$ cat src/rtl/fetch_unit.sv
// -----------------------------------------------------------------------------
// fetch_unit
// Producer side of the fetch/decode boundary. Owns the PC, issues one
// instruction-memory read at a time and presents INST_F / PC_F / PC4_F with
// valid_F to the IF/ID register. Handles stall from the hazard unit and
// redirects from branch/jump resolution, discarding responses that a
// redirect has made stale.
//
// Optional feature macro: FETCH_MISALIGN_CHK_EN
//   defined   : misalign pulses for one cycle after a redirect whose target
//               has bits[1:0] != 0 (the target is still word-aligned).
//   undefined : misalign is tied low; bits[1:0] are cleared silently.
// -----------------------------------------------------------------------------
module fetch_unit #(
    parameter logic [31:0] RESET_PC = 32'h0000_0000,
    parameter logic [31:0] NOP_INST = 32'h0000_0013
) (
    input  logic        clk,
    input  logic        rst_n,
    input  logic        stall,
    input  logic        redirect,
    input  logic [31:0] redirect_pc,
    output logic        imem_req,
    output logic [31:0] imem_addr,
    input  logic        imem_rvalid,
    input  logic [31:0] imem_rdata,
    output logic [31:0] INST_F,
    output logic [31:0] PC_F,
    output logic [31:0] PC4_F,
    output logic        valid_F,
    output logic        misalign
);

    // IDLE : one cycle after reset release, nothing in flight
    // REQ  : request is on the bus this cycle
    // WAIT : request issued, waiting for imem_rvalid
    // FULL : output register holds an instruction for decode
    typedef enum logic [1:0] {
        IDLE = 2'd0,
        REQ  = 2'd1,
        WAIT = 2'd2,
        FULL = 2'd3
    } state_t;

    state_t      state_q,     state_d;
    logic [31:0] pc_q,        pc_d;
    logic        drop_q,      drop_d;
    logic [31:0] out_inst_q,  out_inst_d;
    logic [31:0] out_pc_q,    out_pc_d;
    logic        out_valid_q, out_valid_d;
    logic        misalign_q,  misalign_d;

    // Word-aligned redirect target: the low two bits are always discarded.
    logic [31:0] redirect_tgt;
    assign redirect_tgt = {redirect_pc[31:2], 2'b00};

    // Next-state logic for the fetch FSM, PC, drop flag and output register.
    always_comb begin
        state_d     = state_q;
        pc_d        = pc_q;
        drop_d      = drop_q;
        out_inst_d  = out_inst_q;
        out_pc_d    = out_pc_q;
        out_valid_d = out_valid_q;

        if (redirect) begin
            // A redirect beats stall and a same-cycle response.
            pc_d        = redirect_tgt;
            out_valid_d = 1'b0;
            unique case (state_q)
                IDLE: state_d = REQ;
                REQ: begin
                    // The request leaving this cycle is already stale.
                    state_d = WAIT;
                    drop_d  = 1'b1;
                end
                WAIT: begin
                    if (imem_rvalid) begin
                        // The in-flight response is consumed here and
                        // thrown away, so nothing remains to drop.
                        state_d = REQ;
                        drop_d  = 1'b0;
                    end else begin
                        state_d = WAIT;
                        drop_d  = 1'b1;
                    end
                end
                FULL: state_d = REQ;
                default: state_d = IDLE;
            endcase
        end else begin
            unique case (state_q)
                IDLE: state_d = REQ;
                REQ:  state_d = WAIT;
                WAIT: begin
                    if (imem_rvalid) begin
                        if (drop_q) begin
                            // Stale response: pc_q already holds the new target.
                            drop_d  = 1'b0;
                            state_d = REQ;
                        end else begin
                            out_inst_d  = imem_rdata;
                            out_pc_d    = pc_q;
                            out_valid_d = 1'b1;
                            pc_d        = pc_q + 32'd4;
                            state_d     = FULL;
                        end
                    end
                end
                FULL: begin
                    // Decode takes the instruction on this edge unless stalled.
                    if (!stall) begin
                        out_valid_d = 1'b0;
                        state_d     = REQ;
                    end
                end
                default: state_d = IDLE;
            endcase
        end
    end

    // Misalignment flag: registered so it appears the cycle after the redirect.
`ifdef FETCH_MISALIGN_CHK_EN
    always_comb begin
        misalign_d = redirect && (redirect_pc[1:0] != 2'b00);
    end
`else
    always_comb begin
        misalign_d = 1'b0;
    end
`endif

    // State registers with asynchronous active-low reset.
    always_ff @(posedge clk or negedge rst_n) begin
        if (!rst_n) begin
            state_q     <= IDLE;
            pc_q        <= RESET_PC;
            drop_q      <= 1'b0;
            out_inst_q  <= NOP_INST;
            out_pc_q    <= 32'd0;
            out_valid_q <= 1'b0;
            misalign_q  <= 1'b0;
        end else begin
            state_q     <= state_d;
            pc_q        <= pc_d;
            drop_q      <= drop_d;
            out_inst_q  <= out_inst_d;
            out_pc_q    <= out_pc_d;
            out_valid_q <= out_valid_d;
            misalign_q  <= misalign_d;
        end
    end

    // Output decode: request depends on state only, outputs come from flops.
    always_comb begin
        imem_req  = (state_q == REQ);
        imem_addr = pc_q;
        INST_F    = out_valid_q ? out_inst_q : NOP_INST;
        PC_F      = out_pc_q;
        PC4_F     = out_pc_q + 32'd4;
        valid_F   = out_valid_q;
        misalign  = misalign_q;
    end

    // Memory may only respond while a request is outstanding (WAIT); a
    // response in any other state is a protocol violation and is ignored.
    a_rvalid_only_in_wait : assert property (
        @(posedge clk) disable iff (!rst_n)
        imem_rvalid |-> (state_q == WAIT)
    );

endmodule

$ cat config.mk
export PLATFORM = sky130hd
export DESIGN_NAME = fetch_unit
export DESIGN_NICKNAME = d
export VERILOG_FILES = /design/src/rtl/fetch_unit.sv
export SDC_FILE = /design/constraint.sdc
export NUM_CORES = 1
export LEC_CHECK = 0
export CORE_MARGIN = 2
export CORE_UTILIZATION = 40
export CTS_BUF_LIST = sky130_fd_sc_hd__clkbuf_16
export CTS_CLUSTER_DIAMETER = 60
export DETAILED_ROUTE_END_ITERATION = 10
export GPL_ROUTABILITY_DRIVEN = 0
export HOLD_SLACK_MARGIN = 0.03
export PLACE_DENSITY = 0.77
export SLEW_MARGIN = 20
export SYNTH_ARGS = -nofsm -noshare
export SYNTH_HDL_FRONTEND = slang
export SYNTH_SLANG_ARGS = --single-unit
$ cat constraint.sdc
create_clock -name clk -period 2.3 [get_ports clk]
set_clock_uncertainty 0.05 [all_clocks]
set_input_delay 0.575 -clock clk [delete_from_list [all_inputs] [get_ports clk]]
set_output_delay 0.575 -clock clk [all_outputs]
set_load 0.03 [all_outputs]
==> flow_summary.ini, run 1 <==
[critical_path]
reg2reg_from = state_q[0]
cp_common_cell = buf_4
cp-end-kind = output port
slowest_stage = or4_4
cp.arrival_ps = 2130
path_cells = nand4_1, buf_4, or4_4, buf_4, nor2_4, xnor2_2, buf_6
path_class = flop to output port
worst_ep_required_time_ps = 1670
cp_max_fo = 6
slowest_delay_ps = 570
critPathLaunch = PC_F[13]
start_kind = flop

[die]
initial_core_util_pct = 40.94
die_h_um = 117.4
core-area_um2 = 12570
ios = 200
chipWidth_um = 117.4
die_area_um2 = 13790
num_rows = 41

[sta]
timing.setup.tns_ps = -7034
fin_crit_ps = 2755
finalCritPeriodShare_pct = 119.8
hold_viol = 0
drv_slew = 0
finalSetupViolations = 21
max_freq_ghz = 0.3629
setup_ws_ps = -455.3
max_slew.worst_pin.slew_ps = 502.3
slew_headroom_pct = 66.52
rsz0062_at_grt = true

[synthesis]
seq_area_frac_synth_pct = 46.77
yosys_warnings = 0
yosys.area.top_type = dfrtp_1
synth.area.top_cells = dfrtp_1 45%, mux2_2 12%, xnor2_1 3.7%
synth_top_area_share_pct = 45.23
ys_seq_elements = 96
synth_edf_count = 0
synth_cell_types = 41
avgSynthCellArea_um2 = 10.13
async_flop_share_pct = 100.0
synth_ff_type = dfrtp_1
synth_area_um2 = 5145
synth_cells = 508

[detailed_routing]
drt-initial-drc-count = 278
route.vias.total = 4976
dr.pass1.iters = 4
finalWirelength_mm = 16.18
ant_nets = 0
drc_errors = 0
wire_per_inst_um = 16.89
routed_via_density = 5.194

[placed_design]
dpl.hpwl_mm = 11.32
portBuffers = 190
dp_slack_ps = -459.6
place_area_um2 = 7680

[clock_tree]
clock_path_buffers = 2
numCtsBuffers = 9
worstSkewPairLatency_ps = 340
cts_num_sinks = 96
clk_pin_slew_ps = 70
cts_htree_levels = 3
tritoncts = yes
clockRootBuffer = clkbuf_16

[global_routing]
grt_pass1_wl_mm = 24.73
grtUsageTotal_pct = 22.01
grt_pass1_vias = 5049
grt_overflow_total = 0
grt_antenna_before_repair = 1
grt_max_degree = 44

[outcome]
outcome = complete, but fails checks
violations = negative setup slack

[hold_path]
worst_hold_path_type = primary input to asynchronous set/reset pin

[layout]
fin_area_um2 = 8574
nets = 855
nFillCells = 917
drive_above_1_share_pct = 37.71
post-route-util_pct = 68.22
area_delta_synth_final_pct = 66.66

[flow_run]
maxCapViolations = 0

[power_and_ir_drop]
powerDensity_nw_per_um2 = 957.8
peakVddDrop_v = 0.0003703
leakagePower_nw = 3.870
p_total_mw = 8.212
## layer usage
metal	wire length [um]	global-route usage [%]	part of all wire, %	vias up
met4	423	10.47	2.6	0
li1	-	-	-	2336
met1	6380	25.75	39	2413
met2	8220	37.43	51	197
met3	1151	6.080	7.1	30
met5	0	0	0	-
## through the flow
stage               hold WS, ps  std cells
floorplan                 229.4        514
global placement          432.0        909
detailed placement        438.8        909
CTS                       153.7        935
global route              171.4        958
finish                    143.5        958
## sequential cells by signal (all words and copies together), names as in the netlist
signal / count
out_inst_q: 32
imem_addr: 30
state_q: 2
drop_q: 1
valid_F: 1
PC_F: 30
## synth_stat cells (all sizes together), types with 2 or more instances
library cell  instances
a21oi                 5
a31oi                15
and2                 29
and3                  5
and4                  7
buf                  10
clkbuf               23
dfrtp                93
dfstp                 3
ha                    6
inv                  17
mux2                 55
mux2i                 3
nand2                45
nand2b                4
nand3                19
nand4                12
nor2                 25
nor3                 13
nor4                 11
o211ai                2
o21ai                26
o31a                  2
o31ai                11
or3                   2
or4                  16
xnor2                22
xor2                 17
## where the power goes
group | switching (mW) | internal (mW)
Combinational | 2.29 | 1.95
Sequential | 0.361 | 2.15
Clock | 0.630 | 0.833
Total | 3.28 | 4.93
## cells by family (layout without fill, tap and decap cells)
logic type      count (synthesis)  count (layout)  synth area share, %
compound gates                 64              64                7.539
xor+xnor                       39              39                6.639
fa+ha+maj                       6               6                1.459
buf+inv                        51             321                4.547
flops                          96              96                46.77
mux                            58              58                12.62
other cells                     1               8              0.07289
simple gates                  193             194                20.35
## area by class of cell
type | instances | area, um^2 | area share (%)
Inverter | 18 | 67.56 | 0.7880
Tap cell | 172 | 215.2 | 2.510
Sequential cell | 96 | 2425 | 28.28
Clock inverter | 7 | 65.06 | 0.7588
Clock buffer | 9 | 225.2 | 2.627
Antenna cell | 1 | 2.502 | 0.02918
Timing Repair Buffer | 287 | 2630 | 30.67
Multi-Input combinational cell | 368 | 2944 | 34.34
## worst paths after layout
kind | to | slack [ps] | cells past startpoint
setup reg to reg | imem_addr[30] | 90 | 6
hold reg to reg | out_inst_q[7] | 450 | 1
min in group clk | out_inst_q[7] | 450 | 1
hold / removal | out_inst_q[8] | 140 | 1
setup / recovery | PC4_F[25] | -460 | 7
max in group asynchronous | out_inst_q[4] | 1370 | 2
## cells in the final DEF, fill, tap and decap left out, types with 11 or more instances in the layout
cell,count
clkdlybuf4s50_1,124
buf_4,121
dfrtp_1,78
mux2_2,55
nand2_1,41
and2_1,29
buf_6,27
o21ai_0,26
nor2_1,21
inv_1,18
dfrtp_2,15
nand3_1,15
a31oi_1,15
xnor2_1,13
or4_1,13
nand4_1,12
o31ai_1,11
## repair_timing
| action | in CTS | in global routing |
|---|---|---|
| setup buffers | 11 | 23 |
| resized for setup | 62 | 42 |
| gates cloned | 1 | 0 |
| endpoints found under the setup margin | 37 | 37 |
| hold buffers | 0 | 0 |
| pin swaps | 15 | 21 |
| hold endpoints to repair | 0 | 0 |
## critical path, delay by kind of cell (launching register included)
kind | cells | cell delay (ps)
xor+xnor | 1 | 120
buf+inv | 3 | 490
simple gates | 3 | 810
flops | 1 | 370
No activity file was read; power rests on OpenSTA's default activity.
==> run 2, diff against run 1 <==
Settings changed: CAP_MARGIN from default to 40.
==> results of run 2 <==
No change in the layout: final DEF, timing and power equal those of run 1.
